[src/rtl/i2s_pkg.sv]
`default_nettype none
// ============================================================================
// Module   : i2s_pkg
// Brief    : Shared format codes, FSM encoding and sizing helper for the
//            stereo I2S receiver.
// Revision : 1.0 - initial release
// ============================================================================
package i2s_pkg;

  localparam logic FMT_I2S = 1'b0;
  localparam logic FMT_LJ  = 1'b1;

  typedef enum logic [1:0] {
    ST_IDLE    = 2'd0,
    ST_ACQUIRE = 2'd1,
    ST_LOCKED  = 2'd2
  } state_t;

  // Never returns less than 1, so degenerate sizes still get a legal vector.
  function automatic int clog2(input int value);
    int w;
    w = 1;
    while ((1 << w) < value) w++;
    return w;
  endfunction

endpackage
`default_nettype wire

[src/rtl/i2s_rx_stereo_sync.sv]
`default_nettype none
// ============================================================================
// Module   : i2s_in_sync
// Brief    : Synchronises sck/ws/sd onto clk and issues a registered one-cycle
//            strobe on each rising edge of the synchronised bit clock.
// Revision : 1.0 - initial release
// ============================================================================
module i2s_in_sync #(
  parameter int SYNC_STAGES = 2
) (
  input  logic clk,
  input  logic rst_n,
  input  logic sck,
  input  logic ws,
  input  logic sd,
  output logic bit_evt,
  output logic ws_s,
  output logic sd_s
);

  logic [SYNC_STAGES-1:0] r_sck_pipe;
  logic [SYNC_STAGES-1:0] r_ws_pipe;
  logic [SYNC_STAGES-1:0] r_sd_pipe;
  logic                   r_sck_prev;

  // ws/sd leave the same stage as sck so the strobe and its data stay aligned.
  always_ff @(posedge clk or negedge rst_n) begin
    if (!rst_n) begin
      r_sck_pipe <= '0;
      r_ws_pipe  <= '0;
      r_sd_pipe  <= '0;
      r_sck_prev <= 1'b0;
      bit_evt    <= 1'b0;
      ws_s       <= 1'b0;
      sd_s       <= 1'b0;
    end else begin
      r_sck_pipe <= {r_sck_pipe[SYNC_STAGES-2:0], sck};
      r_ws_pipe  <= {r_ws_pipe[SYNC_STAGES-2:0], ws};
      r_sd_pipe  <= {r_sd_pipe[SYNC_STAGES-2:0], sd};
      r_sck_prev <= r_sck_pipe[SYNC_STAGES-1];
      bit_evt    <= r_sck_pipe[SYNC_STAGES-1] & ~r_sck_prev;
      ws_s       <= r_ws_pipe[SYNC_STAGES-1];
      sd_s       <= r_sd_pipe[SYNC_STAGES-1];
    end
  end

endmodule
`default_nettype wire

[src/rtl/i2s_rx_stereo.sv]
`default_nettype none
// ============================================================================
// Module   : i2s_rx_stereo
// Brief    : Oversampling I2S / left-justified stereo receiver with frame lock
//            qualification and a valid/ready frame output with overrun flag.
// Revision : 1.0 - initial release
// ============================================================================
module i2s_rx_stereo
  import i2s_pkg::*;
#(
  parameter int DATA_W      = 24,
  parameter int SLOT_W      = 32,
  parameter int LOCK_FRAMES = 2,
  parameter int SYNC_STAGES = 2
) (
  input  logic              clk,
  input  logic              rst_n,
  input  logic              en,
  input  logic              fmt,
  input  logic              sck,
  input  logic              ws,
  input  logic              sd,
  output logic [DATA_W-1:0] out_left,
  output logic [DATA_W-1:0] out_right,
  output logic              out_valid,
  input  logic              out_ready,
  output logic              locked,
  output logic              overrun
);

  localparam int                   c_cnt_w     = clog2(SLOT_W);
  localparam int                   c_lock_w    = clog2(LOCK_FRAMES);
  localparam logic [c_cnt_w-1:0]   c_cnt_max   = c_cnt_w'(SLOT_W - 1);
  localparam logic [c_lock_w-1:0]  c_lock_last = c_lock_w'(LOCK_FRAMES - 1);
  localparam logic [DATA_W-1:0]    c_msb       = {1'b1, {(DATA_W-1){1'b0}}};

  logic w_bit_evt;
  logic w_ws_s;
  logic w_sd_s;

  i2s_in_sync #(
    .SYNC_STAGES(SYNC_STAGES)
  ) u_sync (
    .clk     (clk),
    .rst_n   (rst_n),
    .sck     (sck),
    .ws      (ws),
    .sd      (sd),
    .bit_evt (w_bit_evt),
    .ws_s    (w_ws_s),
    .sd_s    (w_sd_s)
  );

  state_t              r_state;
  logic                r_fmt;
  logic                r_ws_last;
  logic                r_ws_valid;
  logic [DATA_W-1:0]   r_slot;
  logic [DATA_W-1:0]   r_left_slot;
  logic [c_cnt_w-1:0]  r_bit_cnt;
  logic                r_cnt_full;
  logic [c_lock_w-1:0] r_lock_cnt;

  logic                w_left_lvl;
  logic                w_boundary;
  logic                w_into_left;
  logic [DATA_W-1:0]   w_mask;
  logic [DATA_W-1:0]   w_slot_wr;
  logic [DATA_W-1:0]   w_ending;
  logic                w_frame_done;

  // The shifted mask falls off the end once the index reaches DATA_W,
  // which discards the surplus low-order bits of long slots for free.
  always_comb begin
    w_left_lvl   = (r_fmt == FMT_LJ);
    w_boundary   = w_bit_evt && r_ws_valid && (w_ws_s != r_ws_last);
    w_into_left  = w_boundary && (w_ws_s == w_left_lvl);
    w_mask       = r_cnt_full ? '0 : (c_msb >> r_bit_cnt);
    w_slot_wr    = r_slot | (w_sd_s ? w_mask : '0);
    w_ending     = (r_fmt == FMT_I2S) ? w_slot_wr : r_slot;
    w_frame_done = en && (r_state == ST_LOCKED) && w_into_left;
  end

  always_ff @(posedge clk or negedge rst_n) begin
    if (!rst_n) begin
      r_state     <= ST_IDLE;
      r_fmt       <= FMT_I2S;
      r_ws_last   <= 1'b0;
      r_ws_valid  <= 1'b0;
      r_slot      <= '0;
      r_left_slot <= '0;
      r_bit_cnt   <= '0;
      r_cnt_full  <= 1'b0;
      r_lock_cnt  <= '0;
      locked      <= 1'b0;
    end else if (!en) begin
      r_state     <= ST_IDLE;
      r_ws_valid  <= 1'b0;
      r_slot      <= '0;
      r_left_slot <= '0;
      r_bit_cnt   <= '0;
      r_cnt_full  <= 1'b0;
      r_lock_cnt  <= '0;
      locked      <= 1'b0;
    end else begin
      case (r_state)
        ST_IDLE: begin
          r_fmt   <= fmt;
          r_state <= ST_ACQUIRE;
        end
        default: begin
          if (w_bit_evt) begin
            r_ws_last  <= w_ws_s;
            r_ws_valid <= 1'b1;
            if (w_boundary) begin
              r_cnt_full <= 1'b0;
              // LJ: the boundary bit already belongs to the new slot.
              if (r_fmt == FMT_LJ) begin
                r_slot    <= w_sd_s ? c_msb : '0;
                r_bit_cnt <= c_cnt_w'(1);
              end else begin
                r_slot    <= '0;
                r_bit_cnt <= '0;
              end
              if (!w_into_left) r_left_slot <= w_ending;
              if (w_into_left && (r_state == ST_ACQUIRE)) begin
                if (r_lock_cnt == c_lock_last) begin
                  r_state <= ST_LOCKED;
                  locked  <= 1'b1;
                end else begin
                  r_lock_cnt <= r_lock_cnt + 1'b1;
                end
              end
            end else begin
              r_slot <= w_slot_wr;
              if (r_bit_cnt == c_cnt_max) r_cnt_full <= 1'b1;
              else                        r_bit_cnt  <= r_bit_cnt + 1'b1;
            end
          end
        end
      endcase
    end
  end

  // A pending frame survives en=0; only a new frame or a transfer changes it.
  always_ff @(posedge clk or negedge rst_n) begin
    if (!rst_n) begin
      out_left  <= '0;
      out_right <= '0;
      out_valid <= 1'b0;
      overrun   <= 1'b0;
    end else begin
      overrun <= 1'b0;
      if (w_frame_done) begin
        out_left  <= r_left_slot;
        out_right <= w_ending;
        out_valid <= 1'b1;
        overrun   <= out_valid && !out_ready;
      end else if (out_valid && out_ready) begin
        out_valid <= 1'b0;
      end
    end
  end

endmodule
`default_nettype wire

[config.mk]
export PLATFORM = sky130hd
export DESIGN_NAME = i2s_rx_stereo
export DESIGN_NICKNAME = d
export VERILOG_FILES = /design/src/rtl/i2s_pkg.sv /design/src/rtl/i2s_rx_stereo_sync.sv /design/src/rtl/i2s_rx_stereo.sv
export SDC_FILE = /design/constraint.sdc
export NUM_CORES = 1
export LEC_CHECK = 0
export ABC_AREA = 1
export BUFFER_PORTS_ARGS = -buffer_cell sky130_fd_sc_hd__buf_4
export CAP_MARGIN = 40
export CORE_UTILIZATION = 35
export DETAILED_ROUTE_END_ITERATION = 16
export PLACE_DENSITY = 0.6
export SETUP_SLACK_MARGIN = 0.2
export SKIP_LAST_GASP = 1
export SYNTH_ARGS = -nofsm -noshare
export SYNTH_HDL_FRONTEND = slang
export SYNTH_SLANG_ARGS = --single-unit
[constraint.sdc]
create_clock -name clk -period 3 [get_ports clk]
set_input_delay 0.45 -clock clk [delete_from_list [all_inputs] [get_ports clk]]
set_output_delay 0.45 -clock clk [all_outputs]
set_load 0.05 [all_outputs]
==> metrics.md <==
| Metric | Value |
|---|---|
| Status | finished clean |
| WL per Instance | roughly 13 um |
| Tcrit/Tclk final | 68.1% |
| Pwr dens | 584 mW/mm^2 |
| Post-synthesis compound-gate area fraction | 6.31% |
| Slew margin rel. | 53.9% |
| Post-synthesis mux area share | 0% |
| Row Count | between 40 and 50 |
| Final #Nets | 718 |
| Overflow after GRT | 0 |
| Top cells by area, synth | dfrtp_1 56%, nand2_1 19%, inv_1 5.2% |
| Area share of the largest cell type after synthesis | 56.3% |
| Cells after Synth | 648 |
| Initial antenna violation count | 0 |
| Crit Path Class | flip-flop to flip-flop |
| Dominant cell type by area after synthesis | dfrtp_1 |
| Type of the worst min-delay path | input pin to async pin |
| Setup TNS | 0 ps |
| Worst slew pin tran | 688 ps |
| Setup Skew | about 15 ps |
| Final max-slew violation count | 0 |
| Starting Density | around 36% |
| Warnings, synthesis | 0 |
| H-tree levels | 4 |
| ANT nets after route | 0 |
| Tmin final | 2040 ps |
| Post-CTS setup buffers | 0 |
| Num CTS Buffers | 17 |
| Yosys cell types | 27 |
| Post-synth EDFFs | 0 |
| Final setup violation count | 0 |
| RePlAce Congestion | a little over 0.8 |
| Layout cells sized above 1 | 14.8% |
| GRT Util Overall | 15.7% |
| Synthesized area | 0.00538 sq mm |
| FFs w/ async S/R, synth | between 90% and 100% |
| Fillers | 1470 |
| Number of detailed-route iterations in the first pass | 5 |
| DR vias/cell | 4.58 |
| Most frequent cell after synthesis | nand2_1 |
| Max FO, Critical Path | 33 |
| Largest family of logic cells by synthesized area | simple AND/OR/NAND/NOR gates |
| Total power | 3.75 mW |
| Port Buf Inserts | 58 |
| CTS hold repair buffers | 0 |
| Adder-Cell Fraction of Synth Area | 1.63% |
| Final-report hold violation count | 0 |
| DRC viols | 0 |
| Register bit total from synthesis | around 120 |
| First-pass GRT wire length | 19700 um |
| Post-synth top cells | 276 x nand2_1, 121 x dfrtp_1, 74 x inv_1 |
| CTS root buf | clkbuf_16 |
| Synth Area in Simple Gates | around a quarter |
| Setup crit start kind | flip-flop |
| Critical Path Sink Type | flip-flop |
| CTS tree | yes |
| Syn nets | 663 |
| Maximum clock path buffer count | 2 |
| Die W | 126 um |
| Post-DP HPWL | 7960 um |
| DIE HEIGHT | 126 um |
| Max IR drop VDD | 361 uV |
| Core Area | 0.0148 sq mm |
| Synth Area in XOR/XNOR | less than 1% |
| Die ar. | 0.0159 sq mm |
| F_max | 489 MHz |
| # diodes | 0 |
| Post-synthesis sequential area ratio | around 56% |
| RSZ-0062 raised after global routing | no |
| Vias in the first global route | between 4000 and 5000 |
| Initial drt markers | 276 |
| Ys flop type | dfrtp_1 |
| Data required time at the worst endpoint | between 3000 and 4000 ps |
| Critical path arrival | 2400 ps |
| P_leak | 3.60 nW |
| Post_cts resized | 0 |
| Max cap viols | 0 |
| Worst-Skew Late Latency | ~420 ps |
| Worst-path clk slew | 50 ps |
| Boundary Pins | 59 |
| Reg-to-reg slack, setup | between 900 and 1000 ps |
| Syn Area/Cell | 8.29 sq um |
| Overall routed net length | 11600 um |
| Layout area overhead | 19.6% |
| TritonCTS Sinks | roughly 120 |
| Largest net degree at the start of global routing | 49 |
| Routed via count | about 4000 |
registers in the layout, indices dropped and copies added (netlist names):
signal / cells
out_left: 24
out_right: 24
r_left_slot: 24
r_slot: 24
r_bit_cnt: 5
r_state: 2
u_sync.r_sck_pipe: 2
u_sync.r_sd_pipe: 2
u_sync.r_ws_pipe: 2
locked: 1
out_valid: 1
overrun: 1
r_cnt_full: 1
r_fmt: 1
r_lock_cnt: 1
r_ws_last: 1
r_ws_valid: 1
u_sync.bit_evt: 1
u_sync.r_sck_prev: 1
u_sync.sd_s: 1
u_sync.ws_s: 1
worst max-delay path: stages (launching register included):
cell and delay (ps):
dfrtp_1 580, inv_2 230, nand2_1 130, nand2_1 90, nand2_1 90, inv_2 50, nand2_4 230, buf_4 390
nand2_1 110, nand2_1 80
cells by family (layout without fill, tap and decap cells):
kind of cell             count (synthesis)  count (layout)
AND/OR/NAND/NOR                        351             351
flip-flops                             121             121
buffers and inverters                  103             171
AO/OA/AOI/OAI                           65              65
adder cells (fa/ha/maj)                  7               7
XOR/XNOR                                 1               1
placed cells by master, fill, tap and decap left out, drive strengths merged:
cell type / Yosys / final
clkinv: 0 / 4
nor3: 3 / 3
buf: 21 / 62
o21bai: 1 / 1
nand2: 280 / 280
a21oi: 12 / 12
clkinvlp: 0 / 3
or2: 3 / 3
nand4: 8 / 8
dfrtp: 121 / 121
xor2: 1 / 1
ha: 7 / 7
inv: 77 / 77
nor2: 32 / 32
o21ai: 52 / 52
nand3: 25 / 25
clkbuf: 5 / 25
worst paths after layout:
kind,depth (start not counted),end,from
min in group clk,1,u_sync.r_sck_pipe[0],sck
max in group asynchronous,2,r_bit_cnt[2],rst_n
setup reg to reg,9,out_left[2],r_fmt
hold / removal,1,out_left[6],rst_n
hold reg to reg,0,u_sync.r_ws_pipe[1],u_sync.r_ws_pipe[0]
setup / recovery,9,out_left[2],r_fmt
final cells by class:
cell class	count	area [sq um]	area share (%)
repair buffers	62	478	7.43
flip-flops and latches	121	3030	47.1
well taps	184	230	3.58
clock buffers	25	495	7.70
clock inverters	7	42.5	0.661
multi-input cells	424	1860	29.0
inverters	77	294	4.57
through the flow:
step / cell area [sq um] / worst slack (ps) / cells / utilization [%] / hold slack, ps
final: 6430 / 956 / 900 / 43.6 / 14.9
after global routing: 6430 / 730 / 900 / 43.6 / 55.9
after detailed placement: 5890 / 961 / 868 / 39.9 / 335
after floorplan: 5380 / 1580 / 648 / - / 154
after CTS: 6430 / 954 / 900 / 43.6 / 28.1
after global placement: 5890 / 1050 / 868 / 39.9 / 333
power breakdown:
part / internal, mW / switching [mW] / total (mW)
Clock: 1.13 / 0.693 / 1.83
Combinational: 0.0591 / 0.169 / 0.228
Sequential: 1.66 / 0.0352 / 1.70
Total: 2.86 / 0.897 / 3.75
per-layer routing:
| layer | up-vias | share of wire [%] | track usage [%] |
|---|---|---|---|
| li1 | 2100 | - | - |
| met1 | 1924 | 50 | 21.5 |
| met2 | 80 | 45 | 23.5 |
| met3 | 14 | 3.8 | 4.63 |
| met4 | 0 | 1.5 | 6.09 |
| met5 | - | 0 | 0 |
No activity file was read; power rests on OpenSTA's default activity.
